<file path="config.mk">
export PLATFORM = sky130hd
export DESIGN_NAME = mc_ctrl_fsm_flat
export DESIGN_NICKNAME = d
export VERILOG_FILES = /design/src/rtl/mc_ctrl_pkg.sv /design/src/rtl/mc_ctrl_fsm_if.sv /design/src/rtl/mc_alu_op_dec.sv /design/src/rtl/mc_ctrl_fsm.sv /design/src/flat_wrapper.sv
export SDC_FILE = /design/constraint.sdc
export NUM_CORES = 1
export LEC_CHECK = 0
export CAP_MARGIN = 5
export CORE_MARGIN = 2
export CORE_UTILIZATION = 36
export CTS_CLUSTER_SIZE = 30
export DETAILED_ROUTE_END_ITERATION = 7
export GPL_TIMING_DRIVEN = 1
export PLACE_DENSITY = 0.86
export SLEW_MARGIN = 20
export SYNTH_ARGS = -nofsm -noshare
export SYNTH_HDL_FRONTEND = slang
export SYNTH_SLANG_ARGS = --single-unit
</file>
<file path="constraint.sdc">
create_clock -name clk -period 1.85 [get_ports clk]
set_clock_uncertainty 0.2 [all_clocks]
set_input_delay 0.2775 -clock clk [delete_from_list [all_inputs] [get_ports clk]]
set_output_delay 0.2775 -clock clk [all_outputs]
set_load 0.05 [all_outputs]
</file>
<file path="src/rtl/mc_ctrl_pkg.sv">
// Shared types and constants for the multicycle MIPS-subset control FSM.
package mc_ctrl_pkg;

  localparam int unsigned STATE_W = 5;
  localparam int unsigned WAIT_W  = 2;
  localparam int unsigned ALUOP_W = 3;
  localparam int unsigned OP_W    = 6;

  typedef enum logic [STATE_W-1:0] {
    ST_RST      = 5'd0,
    ST_FETCH    = 5'd1,
    ST_DECODE   = 5'd2,
    ST_EXEC_R   = 5'd3,
    ST_WB_R     = 5'd4,
    ST_EXEC_I   = 5'd5,
    ST_WB_I     = 5'd6,
    ST_MEM_ADDR = 5'd7,
    ST_MEM_RD   = 5'd8,
    ST_WB_LW    = 5'd9,
    ST_MEM_WR   = 5'd10,
    ST_BRANCH   = 5'd11,
    ST_JUMP     = 5'd12,
    ST_EXC      = 5'd13
  } state_e;

  // Opcodes (IR[31:26])
  localparam logic [OP_W-1:0] OP_RTYPE = 6'h00;
  localparam logic [OP_W-1:0] OP_J     = 6'h02;
  localparam logic [OP_W-1:0] OP_BEQ   = 6'h04;
  localparam logic [OP_W-1:0] OP_ADDI  = 6'h08;
  localparam logic [OP_W-1:0] OP_LW    = 6'h23;
  localparam logic [OP_W-1:0] OP_SW    = 6'h2B;

  // R-type funct codes (IR[5:0])
  localparam logic [OP_W-1:0] FN_ADD = 6'h20;
  localparam logic [OP_W-1:0] FN_SUB = 6'h22;
  localparam logic [OP_W-1:0] FN_AND = 6'h24;
  localparam logic [OP_W-1:0] FN_OR  = 6'h25;
  localparam logic [OP_W-1:0] FN_SLT = 6'h2A;

  // ALU operation codes
  localparam logic [ALUOP_W-1:0] ALU_ADD = 3'b000;
  localparam logic [ALUOP_W-1:0] ALU_SUB = 3'b001;
  localparam logic [ALUOP_W-1:0] ALU_AND = 3'b010;
  localparam logic [ALUOP_W-1:0] ALU_OR  = 3'b011;
  localparam logic [ALUOP_W-1:0] ALU_SLT = 3'b100;

  // ALU source-B mux selects
  localparam logic [1:0] SRCB_REG      = 2'b00;
  localparam logic [1:0] SRCB_FOUR     = 2'b01;
  localparam logic [1:0] SRCB_SEXT     = 2'b10;
  localparam logic [1:0] SRCB_SEXT_SL2 = 2'b11;

  // PC mux selects (exception vector select is a module parameter)
  localparam logic [1:0] PCSRC_ALU    = 2'b00;
  localparam logic [1:0] PCSRC_ALUOUT = 2'b01;
  localparam logic [1:0] PCSRC_JUMP   = 2'b10;

  // Datapath control bundle, excluding the separately decoded alu_op
  typedef struct packed {
    logic       pc_write;
    logic       pc_write_cond;
    logic       i_or_d;
    logic       mem_wr;
    logic       ir_write;
    logic       a_b_load;
    logic       alu_out_load;
    logic       alu_src_a;
    logic [1:0] alu_src_b;
    logic       reg_dst;
    logic       mem_to_reg;
    logic       reg_write;
    logic [1:0] pc_source;
    logic       epc_write;
  } ctrl_t;

  // True for the R-type functs this datapath implements
  function automatic logic funct_is_valid(input logic [OP_W-1:0] funct);
    return (funct == FN_ADD) || (funct == FN_SUB) || (funct == FN_AND) ||
           (funct == FN_OR)  || (funct == FN_SLT);
  endfunction

  // True for the R-type functs whose signed overflow is architecturally visible
  function automatic logic funct_can_ovf(input logic [OP_W-1:0] funct);
    return (funct == FN_ADD) || (funct == FN_SUB);
  endfunction

endpackage

</file>
<file path="src/rtl/mc_ctrl_fsm_if.sv">
// Instruction-field / ALU-flag inputs and datapath control outputs of the control FSM.
interface mc_ctrl_fsm_if;
  import mc_ctrl_pkg::*;

  logic [OP_W-1:0]    opcode;
  logic [OP_W-1:0]    funct;
  logic               alu_zero;
  logic               alu_overflow;
  logic               pc_write;
  logic               pc_write_cond;
  logic               i_or_d;
  logic               mem_wr;
  logic               ir_write;
  logic               a_b_load;
  logic               alu_out_load;
  logic               alu_src_a;
  logic [1:0]         alu_src_b;
  logic [ALUOP_W-1:0] alu_op;
  logic               reg_dst;
  logic               mem_to_reg;
  logic               reg_write;
  logic [1:0]         pc_source;
  logic               epc_write;
  logic [STATE_W-1:0] state_dbg;

  // Controller side
  modport master (
    input  opcode, funct, alu_zero, alu_overflow,
    output pc_write, pc_write_cond, i_or_d, mem_wr, ir_write, a_b_load,
           alu_out_load, alu_src_a, alu_src_b, alu_op, reg_dst, mem_to_reg,
           reg_write, pc_source, epc_write, state_dbg
  );

  // Datapath side
  modport slave (
    output opcode, funct, alu_zero, alu_overflow,
    input  pc_write, pc_write_cond, i_or_d, mem_wr, ir_write, a_b_load,
           alu_out_load, alu_src_a, alu_src_b, alu_op, reg_dst, mem_to_reg,
           reg_write, pc_source, epc_write, state_dbg
  );

endinterface

</file>
<file path="src/rtl/mc_alu_op_dec.sv">
// ALU operation decode from the controller state and the R-type funct field.
module mc_alu_op_dec
  import mc_ctrl_pkg::*;
(
  input  state_e             state,
  input  logic [OP_W-1:0]    funct,
  output logic [ALUOP_W-1:0] alu_op_c
);

  // Add by default (PC+4, branch target, address calc); funct selects in EXEC_R
  always_comb begin
    alu_op_c = ALU_ADD;
    case (state)
      ST_EXEC_R: begin
        case (funct)
          FN_SUB:  alu_op_c = ALU_SUB;
          FN_AND:  alu_op_c = ALU_AND;
          FN_OR:   alu_op_c = ALU_OR;
          FN_SLT:  alu_op_c = ALU_SLT;
          default: alu_op_c = ALU_ADD;
        endcase
      end
      ST_BRANCH, ST_EXC: alu_op_c = ALU_SUB;
      default:           alu_op_c = ALU_ADD;
    endcase
  end

endmodule

</file>
<file path="src/rtl/mc_ctrl_fsm.sv">
// Main control FSM for the multicycle MIPS-subset datapath.
// Optional feature macro MC_CTRL_OVF_EXC_EN: when defined, signed overflow in
// EXEC_R (add/sub) or EXEC_I diverts to EXC instead of writing back.
module mc_ctrl_fsm
  import mc_ctrl_pkg::*;
#(
  parameter int unsigned MEM_WAIT_CYCLES = 1,
  parameter logic [1:0]  EXC_VECTOR_SEL  = 2'b11
)
(
  input logic          clk,
  input logic          reset_n,
  mc_ctrl_fsm_if.master bus
);

  localparam logic [WAIT_W-1:0] WAIT_LAST = WAIT_W'(MEM_WAIT_CYCLES);

  state_e             state;
  state_e             state_nxt;
  logic [WAIT_W-1:0]  wait_cnt;
  logic [WAIT_W-1:0]  wait_cnt_nxt;
  logic               wait_done_c;
  logic               ovf_trap_c;
  ctrl_t              ctrl_c;
  logic [ALUOP_W-1:0] alu_op_c;

  assign wait_done_c = (wait_cnt == WAIT_LAST);

`ifdef MC_CTRL_OVF_EXC_EN
  logic unused_zero;
  assign ovf_trap_c  = bus.alu_overflow;
  assign unused_zero = bus.alu_zero;
`else
  logic unused_flags;
  assign ovf_trap_c   = 1'b0;
  assign unused_flags = bus.alu_zero ^ bus.alu_overflow;
`endif

  // State and wait counter; reset aborts any instruction in flight
  always_ff @(posedge clk or negedge reset_n) begin
    if (!reset_n) begin
      state    <= ST_RST;
      wait_cnt <= '0;
    end else begin
      state    <= state_nxt;
      wait_cnt <= wait_cnt_nxt;
    end
  end

  // Next state, wait counter and Moore control decode
  always_comb begin
    state_nxt    = ST_RST;
    wait_cnt_nxt = '0;
    ctrl_c       = '0;
    case (state)
      ST_RST: begin
        state_nxt = ST_FETCH;
      end
      ST_FETCH: begin
        ctrl_c.alu_src_b = SRCB_FOUR;
        ctrl_c.pc_source = PCSRC_ALU;
        ctrl_c.ir_write  = wait_done_c;
        ctrl_c.pc_write  = wait_done_c;
        if (wait_done_c) begin
          state_nxt = ST_DECODE;
        end else begin
          state_nxt    = ST_FETCH;
          wait_cnt_nxt = WAIT_W'(wait_cnt + 1'b1);
        end
      end
      ST_DECODE: begin
        ctrl_c.a_b_load     = 1'b1;
        ctrl_c.alu_src_b    = SRCB_SEXT_SL2;
        ctrl_c.alu_out_load = 1'b1;
        case (bus.opcode)
          OP_RTYPE:     state_nxt = funct_is_valid(bus.funct) ? ST_EXEC_R : ST_EXC;
          OP_ADDI:      state_nxt = ST_EXEC_I;
          OP_LW, OP_SW: state_nxt = ST_MEM_ADDR;
          OP_BEQ:       state_nxt = ST_BRANCH;
          OP_J:         state_nxt = ST_JUMP;
          default:      state_nxt = ST_EXC;
        endcase
      end
      ST_EXEC_R: begin
        ctrl_c.alu_src_a    = 1'b1;
        ctrl_c.alu_src_b    = SRCB_REG;
        ctrl_c.alu_out_load = 1'b1;
        state_nxt = (ovf_trap_c && funct_can_ovf(bus.funct)) ? ST_EXC : ST_WB_R;
      end
      ST_WB_R: begin
        ctrl_c.reg_dst   = 1'b1;
        ctrl_c.reg_write = 1'b1;
        state_nxt        = ST_FETCH;
      end
      ST_EXEC_I: begin
        ctrl_c.alu_src_a    = 1'b1;
        ctrl_c.alu_src_b    = SRCB_SEXT;
        ctrl_c.alu_out_load = 1'b1;
        state_nxt = ovf_trap_c ? ST_EXC : ST_WB_I;
      end
      ST_WB_I: begin
        ctrl_c.reg_write = 1'b1;
        state_nxt        = ST_FETCH;
      end
      ST_MEM_ADDR: begin
        ctrl_c.alu_src_a    = 1'b1;
        ctrl_c.alu_src_b    = SRCB_SEXT;
        ctrl_c.alu_out_load = 1'b1;
        state_nxt = (bus.opcode == OP_SW) ? ST_MEM_WR : ST_MEM_RD;
      end
      ST_MEM_RD: begin
        ctrl_c.i_or_d = 1'b1;
        if (wait_done_c) begin
          state_nxt = ST_WB_LW;
        end else begin
          state_nxt    = ST_MEM_RD;
          wait_cnt_nxt = WAIT_W'(wait_cnt + 1'b1);
        end
      end
      ST_WB_LW: begin
        ctrl_c.mem_to_reg = 1'b1;
        ctrl_c.reg_write  = 1'b1;
        state_nxt         = ST_FETCH;
      end
      ST_MEM_WR: begin
        ctrl_c.i_or_d = 1'b1;
        ctrl_c.mem_wr = 1'b1;
        if (wait_done_c) begin
          state_nxt = ST_FETCH;
        end else begin
          state_nxt    = ST_MEM_WR;
          wait_cnt_nxt = WAIT_W'(wait_cnt + 1'b1);
        end
      end
      ST_BRANCH: begin
        ctrl_c.alu_src_a     = 1'b1;
        ctrl_c.alu_src_b     = SRCB_REG;
        ctrl_c.pc_write_cond = 1'b1;
        ctrl_c.pc_source     = PCSRC_ALUOUT;
        state_nxt            = ST_FETCH;
      end
      ST_JUMP: begin
        ctrl_c.pc_write  = 1'b1;
        ctrl_c.pc_source = PCSRC_JUMP;
        state_nxt        = ST_FETCH;
      end
      ST_EXC: begin
        ctrl_c.alu_src_b = SRCB_FOUR;
        ctrl_c.epc_write = 1'b1;
        ctrl_c.pc_write  = 1'b1;
        ctrl_c.pc_source = EXC_VECTOR_SEL;
        state_nxt        = ST_FETCH;
      end
      default: begin
        state_nxt = ST_RST;
      end
    endcase
  end

  mc_alu_op_dec u_alu_op_dec (
    .state    (state),
    .funct    (bus.funct),
    .alu_op_c (alu_op_c)
  );

  assign bus.pc_write      = ctrl_c.pc_write;
  assign bus.pc_write_cond = ctrl_c.pc_write_cond;
  assign bus.i_or_d        = ctrl_c.i_or_d;
  assign bus.mem_wr        = ctrl_c.mem_wr;
  assign bus.ir_write      = ctrl_c.ir_write;
  assign bus.a_b_load      = ctrl_c.a_b_load;
  assign bus.alu_out_load  = ctrl_c.alu_out_load;
  assign bus.alu_src_a     = ctrl_c.alu_src_a;
  assign bus.alu_src_b     = ctrl_c.alu_src_b;
  assign bus.alu_op        = alu_op_c;
  assign bus.reg_dst       = ctrl_c.reg_dst;
  assign bus.mem_to_reg    = ctrl_c.mem_to_reg;
  assign bus.reg_write     = ctrl_c.reg_write;
  assign bus.pc_source     = ctrl_c.pc_source;
  assign bus.epc_write     = ctrl_c.epc_write;
  assign bus.state_dbg     = state;

endmodule
</file>
<file path="src/flat_wrapper.sv">
// flat-port wrapper written by rule: the top's interface ports become plain ports
module mc_ctrl_fsm_flat import mc_ctrl_pkg::*;
#(
  parameter int unsigned MEM_WAIT_CYCLES = 1,
  parameter logic [1:0]  EXC_VECTOR_SEL  = 2'b11
)
  (clk, reset_n, bus_opcode, bus_funct, bus_alu_zero, bus_alu_overflow, bus_pc_write, bus_pc_write_cond, bus_i_or_d, bus_mem_wr, bus_ir_write, bus_a_b_load, bus_alu_out_load, bus_alu_src_a, bus_alu_src_b, bus_alu_op, bus_reg_dst, bus_mem_to_reg, bus_reg_write, bus_pc_source, bus_epc_write, bus_state_dbg);
  mc_ctrl_fsm_if bus_i ();
  input logic clk;
  input logic reset_n;
  input wire logic [$bits(bus_i.opcode)-1:0] bus_opcode;
  input wire logic [$bits(bus_i.funct)-1:0] bus_funct;
  input wire logic [$bits(bus_i.alu_zero)-1:0] bus_alu_zero;
  input wire logic [$bits(bus_i.alu_overflow)-1:0] bus_alu_overflow;
  output wire logic [$bits(bus_i.pc_write)-1:0] bus_pc_write;
  output wire logic [$bits(bus_i.pc_write_cond)-1:0] bus_pc_write_cond;
  output wire logic [$bits(bus_i.i_or_d)-1:0] bus_i_or_d;
  output wire logic [$bits(bus_i.mem_wr)-1:0] bus_mem_wr;
  output wire logic [$bits(bus_i.ir_write)-1:0] bus_ir_write;
  output wire logic [$bits(bus_i.a_b_load)-1:0] bus_a_b_load;
  output wire logic [$bits(bus_i.alu_out_load)-1:0] bus_alu_out_load;
  output wire logic [$bits(bus_i.alu_src_a)-1:0] bus_alu_src_a;
  output wire logic [$bits(bus_i.alu_src_b)-1:0] bus_alu_src_b;
  output wire logic [$bits(bus_i.alu_op)-1:0] bus_alu_op;
  output wire logic [$bits(bus_i.reg_dst)-1:0] bus_reg_dst;
  output wire logic [$bits(bus_i.mem_to_reg)-1:0] bus_mem_to_reg;
  output wire logic [$bits(bus_i.reg_write)-1:0] bus_reg_write;
  output wire logic [$bits(bus_i.pc_source)-1:0] bus_pc_source;
  output wire logic [$bits(bus_i.epc_write)-1:0] bus_epc_write;
  output wire logic [$bits(bus_i.state_dbg)-1:0] bus_state_dbg;
  assign bus_i.opcode = bus_opcode;
  assign bus_i.funct = bus_funct;
  assign bus_i.alu_zero = bus_alu_zero;
  assign bus_i.alu_overflow = bus_alu_overflow;
  assign bus_pc_write = bus_i.pc_write;
  assign bus_pc_write_cond = bus_i.pc_write_cond;
  assign bus_i_or_d = bus_i.i_or_d;
  assign bus_mem_wr = bus_i.mem_wr;
  assign bus_ir_write = bus_i.ir_write;
  assign bus_a_b_load = bus_i.a_b_load;
  assign bus_alu_out_load = bus_i.alu_out_load;
  assign bus_alu_src_a = bus_i.alu_src_a;
  assign bus_alu_src_b = bus_i.alu_src_b;
  assign bus_alu_op = bus_i.alu_op;
  assign bus_reg_dst = bus_i.reg_dst;
  assign bus_mem_to_reg = bus_i.mem_to_reg;
  assign bus_reg_write = bus_i.reg_write;
  assign bus_pc_source = bus_i.pc_source;
  assign bus_epc_write = bus_i.epc_write;
  assign bus_state_dbg = bus_i.state_dbg;
  mc_ctrl_fsm #(.MEM_WAIT_CYCLES(MEM_WAIT_CYCLES), .EXC_VECTOR_SEL(EXC_VECTOR_SEL)) u_core (.clk(clk), .reset_n(reset_n), .bus(bus_i));
endmodule
</file>
==> run summary, run 1 <==
The run stopped with a tool error. The flow stopped in global routing (5_1_grt). The first error in the log reads "[ERROR DPL-0038] Utilization greater than 100%, impossible to legalize".

In this run, synthesis produced a sequential element count of 6. Maximum number of pins on one net before global-route repair: 12. The critical endpoint after global-route timing repair is bus_alu_op[2].

In the synthesized netlist, the number of instances is 93. 40 I/O pins were placed. For the netlist area before placement, the log shows 647 um2. In this run, placement finished with an instance count of 164. Once the floorplan was initialized, standard cells occupied 37.9% of the core. The quantity of hold-fixing buffers added after cts was 0.

The root buffer cell chosen for the clock tree is sky130_fd_sc_hd__clkbuf_4. Yosys printed 0 warnings. The worst slack at placement was -399 ps. The clock passes through at most 2 buffers. The total clock sinks came out at 6. The number of different library cells used by synthesis comes to 33. In this run the tool buffered the top-level ports with 36 buffer cells.

The wire-length estimate of the detail-placed layout is 2310 um. Measured along the x axis, the die boundary spans 46.4 um. The height of the die is 46.4 um, and the sequential cell area fraction in the yosys report is 23.2%.

The logs give 109 for the synthesized netlist net count and 1 for the number of H-tree levels. The tools report the standard-cell row count as 15. Pin type at the end of the worst path: a primary output. The TritonCTS buffer count came out at 3. The final weighted congestion in routability-driven placement is 0.840. The per-instance average area after synthesis was 6.96 um2.
## per-stage QoR
stage	util [%]	setup TNS, ps	area [um2]
global placement	87.4	-1420	1490
detailed placement	87.4	-1960	1490
CTS	95.8	-1550	1640
floorplan	-	-2610	800
## kinds of logic after synthesis
| kind of cell | count (synthesis) | share of synthesized area (%) |
|---|---|---|
| and+or+nand+nor | 52 | 42.0 |
| AOI/OAI and AO/OA | 21 | 20.5 |
| muxes | 2 | 3.29 |
| DFF | 6 | 23.2 |
| other | 1 | 0.580 |
| buffers and inverters | 11 | 10.4 |
## Yosys cell counts, drive strengths merged
master  instances  share of area, %
nor4            2               1.9
mux2i           1               1.5
nor4b           2               2.7
o311ai          1               1.4
o221ai          1               1.4
inv             4               2.3
or2             1              0.97
o22ai           1              0.97
and2            1              0.97
a21oi           5               3.9
nand4           2               1.9
and3            1               1.2
nor3            6               4.6
nand2b          7               6.8
nor3b           1               1.2
buf             6               7.5
nor2           12               7.0
clkbuf          1              0.58
o21ai           6               4.6
o21a            1               1.2
o311a           1               1.5
dfrtp           6                23
or3             3               3.7
conb            1              0.58
nor2b           2               1.9
a31oi           1              0.97
mux2            1               1.7
nand3           1              0.77
nand2          11               6.4
o31ai           2               2.3
a21o            2               2.3
## what timing repair did
action,in CTS
gates resized for setup,25
pin swaps,4
setup endpoints to repair,18
setup buffers,6
==> inputs of run 2 (changes only) <==
--- a/config.mk
+++ b/config.mk
@@ -6,12 +6,11 @@
 export NUM_CORES = 1
 export LEC_CHECK = 0
 export CAP_MARGIN = 5
-export CORE_MARGIN = 2
-export CORE_UTILIZATION = 36
-export CTS_CLUSTER_SIZE = 30
+export CORE_AREA = 2 2 63 65
 export DETAILED_ROUTE_END_ITERATION = 7
+export DIE_AREA = 0 0 65 67
 export GPL_TIMING_DRIVEN = 1
-export PLACE_DENSITY = 0.86
+export PLACE_DENSITY_LB_ADDON = 0.15
 export SLEW_MARGIN = 20
 export SYNTH_ARGS = -nofsm -noshare
 export SYNTH_HDL_FRONTEND = slang
==> run 2 against run 1 <==
  * The flow now finishes, with violations (negative setup slack)
  * Synthesized cell count stayed put
  * Synthesized area stayed put
==> run summary, run 2 <==
The run finished, with violations left. The checks that failed: negative setup slack. The floorplan step defined a core boundary enclosing 0.00361 mm2. The run gives 943 as the total number of vias. The largest area contributor in the netlist is sky130_fd_sc_hd__dfrtp_1. The final-layout fill cell count is 331, and the synthesized flop and latch total is 6 (unchanged). Register clock-pin slew on the reported worst setup and hold paths: 40 ps.

The tree is rooted in a sky130_fd_sc_hd__clkbuf_8. Highest-delay cell along the critical path: sky130_fd_sc_hd__dfrtp_2. The first detailed-routing pass ran for 3 iterations. Traced cell by cell, the critical path runs through buf_4 -> buf_6 -> nand2b_4 -> buf_6 -> nor2_4 -> buf_12. The worst reg-to-reg setup slack is 50 ps.

The startpoint type of the worst setup path is a flop. Most common cell type on the critical path: sky130_fd_sc_hd__buf_6. The critical path capture point was bus_i_or_d.

The tools report the sequential cell area fraction in the yosys report as 23.2% (unchanged). Wire length of the first global-routing pass: 4400 um. The logs give 1 (unchanged) for the number of H-tree levels and 0 for the count of antenna-violating nets left after detailed routing. Measured on the finished design, the core utilization comes to 50.4%. The worst setup path is of the flop to primary output kind.

Using the TritonRoute via totals, the vias-per-cell ratio works out to 4.56. The largest fanout on the critical path is 6, and the share of the synthesized area in the top cell type is 23.2% (unchanged). The dominant synthesized flop cell was sky130_fd_sc_hd__dfrtp_1. The leftover overflow at the end of global routing was 0. The share of flip-flops with an asynchronous set or reset was 100% (unchanged); the count of non-filler cells in the finished layout was 207.

The final HPWL from detailed placement was 1910 um (-17%); the time the worst path needs with I/O delays and setup was 1990 ps. The quantity of hold-fixing buffers added after cts was 0 (unchanged). On the final layout, the worst hold slack is 101 ps.

By count the netlist is led by sky130_fd_sc_hd__nor2_1, sky130_fd_sc_hd__nand2_1, sky130_fd_sc_hd__nand2b_1. After detailed routing, the average wire length per cell comes to 12.6 um. The per-instance average area after synthesis came out at 6.96 um2 (unchanged). The tools report the initial core utilization as 17.9% (-20 points). The worst slack at placement came out at -303 ps (+96.7 ps). The post-layout worst setup margin came out at -139 ps. TritonCTS built the clock tree. Launch point of the worst path: u_core.bus.state_dbg[2]. The count of different cell masters after synthesis was 33 (unchanged); the total negative slack was -1280 ps. The horizontal extent of the die was 65 um (+40%). For this design the static power due to leakage is 0.744 nW. Static timing analysis puts the maximum clock frequency at 503 MHz. The run gives 0 as the number of max-capacitance violations reported. The cell count of the worst reg-to-reg path was 7. The total setup violations reported at the end of the flow came out at 14. Global routing used 12.9% of the available tracks across all layers. Cell area after placement: 0.00154 mm2 (+3.4%). The tools report the total wire length as 2600 um. From synthesis to final layout, the design area changed by 181%. The maximum buffer depth of the clock tree is 2 (unchanged). The number of standard cells after synthesis is 93 (unchanged), and the TritonCTS buffer count is 3 (unchanged). The final critical path takes up 108% of the cycle. Leaving out fill and tap cells, the most frequent cell in the layout is sky130_fd_sc_hd__buf_4. Dividing total power by cell area gives a power density of 1700 mW/mm2.

The logs give 0 for the antenna diode count and 0 for the number of antenna violations at the first check in global routing. The total placed cells including tap cells is 190 (+16%). The number of warnings printed during yosys synthesis is 0 (unchanged), and the largest stage delay on the critical path is 420 ps.

Data on the critical path arrives at its endpoint at 1510 ps. The max-slew violation total from the final report was 0. The logs give 3.09 mW for the post-route total power and 942 for the via count of the first global-routing pass. In the layout the commonest cells are sky130_fd_sc_hd__buf_4, sky130_fd_sc_hd__buf_12, sky130_fd_sc_hd__clkdlybuf4s50_1. The worst register-to-register path ends at u_core.bus.state_dbg[1]. Flip-flop count of the largest register, all copies and words added: 4. The number of synthesized flops with an enable pin is 0 (unchanged), and the number of failing hold endpoints at the final stage is 0. The most common cell in the synthesized netlist is sky130_fd_sc_hd__nor2_1.

After the first detailed-routing iteration, the DRC count stood at 11. The path class of the tightest hold or removal check is input pin to async pin. The worst setup path is captured at a primary output. The finished cells cover 0.00182 mm2. The net count of the finished layout is 176.

Number of input and output port buffers inserted: 36 (unchanged). The total clock sinks was 6 (unchanged). Height of the die: 67 um (+44%). The netlist area before placement came out at 647 um2 (unchanged).

Synthesized netlist net count: 109 (unchanged). The beginning of the worst register-to-register path was u_core.bus.state_dbg[2]. The logs give 40 (unchanged) for the number of ports placed on the die boundary and 10 for the maximum number of pins on one net before global-route repair. Ranked by total cell area, the synthesized netlist is headed by sky130_fd_sc_hd__dfrtp_1, sky130_fd_sc_hd__nor2_1, sky130_fd_sc_hd__nand2b_1.

Total die area: 0.00436 mm2. Setup repair after global routing could not meet its margin everywhere. For the total DRC errors in the routed layout, the log shows 0. The standard-cell row count is 22 (+7). IR analysis of the VDD net gives a maximum drop of 0.000806 V. Clock latency on the worst-skew pair, taken at its later pin, is 230 ps. The final weighted congestion in routability-driven placement came out at 0.812 (-3.3%). For the worst setup path, the data required time is 1370 ps.

Cells with a size suffix above 1 make up 63.5% of the layout.
-- run 2: cell counts after synthesis --
Identical to the previous run, type by type.
-- run 2: how the worst min path moves through the flow --
stage,from,to
floorplan,reset_n,u_core.bus.state_dbg[0]
global placement,u_core.wait_cnt[0],u_core.wait_cnt[0]
detailed placement,u_core.wait_cnt[0],u_core.wait_cnt[0]
CTS,reset_n,u_core.bus.state_dbg[3]
global route,reset_n,u_core.bus.state_dbg[3]
finish,reset_n,u_core.bus.state_dbg[3]
-- run 2: cells by family (layout without fill, tap and decap cells) --
| kind of cell | after synthesis | in the layout | share of synthesized area [%] |
|---|---|---|---|
| AND/OR/NAND/NOR | 52 | 52 | 42.0 |
| AO/OA/AOI/OAI | 21 | 21 | 20.5 |
| buffers and inverters | 11 | 77 | 10.4 |
| flip-flops | 6 | 6 | 23.2 |
| multiplexers | 2 | 2 | 3.29 |
| other | 1 | 1 | 0.580 |
-- run 2: what timing repair did --
item	in CTS	in global routing
pin swaps	10	7
buffers inserted	12	2
gates resized for setup	36	4
endpoints found under the setup margin	17	18
-- run 2: cell type report --
class	instances	area [um2]	area share, %
repair buffers	69	863	47.5
clock buffers	4	45.0	2.48
flip-flops and latches	6	155	8.54
multi-input cells	76	672	37.0
well taps	48	60.1	3.31
inverters	4	21.3	1.17
-- run 2: report_power, final --
part,switching (mW),internal (mW),leakage (nW)
logic,1.36,1.26,0.649
registers,0.0765,0.187,0.0722
clock network,0.0610,0.149,0.0228
-- run 2: layer usage --
| layer | up-vias | part of all wire (%) | GRT usage (%) |
|---|---|---|---|
| met3 | 2 | 6.4 | 4.05 |
| met4 | 0 | 0.54 | 0.798 |
| li1 | 459 | - | - |
| met2 | 30 | 51 | 23.6 |
| met5 | - | 0 | 0 |
| met1 | 452 | 42 | 15.4 |
-- run 2: critical path: cells and delay by family (launching register included) --
family	cells	cell delay [ps]
simple gates	2	290
flops	1	420
buf+inv	4	560
Power figures use the tool's default switching activity.
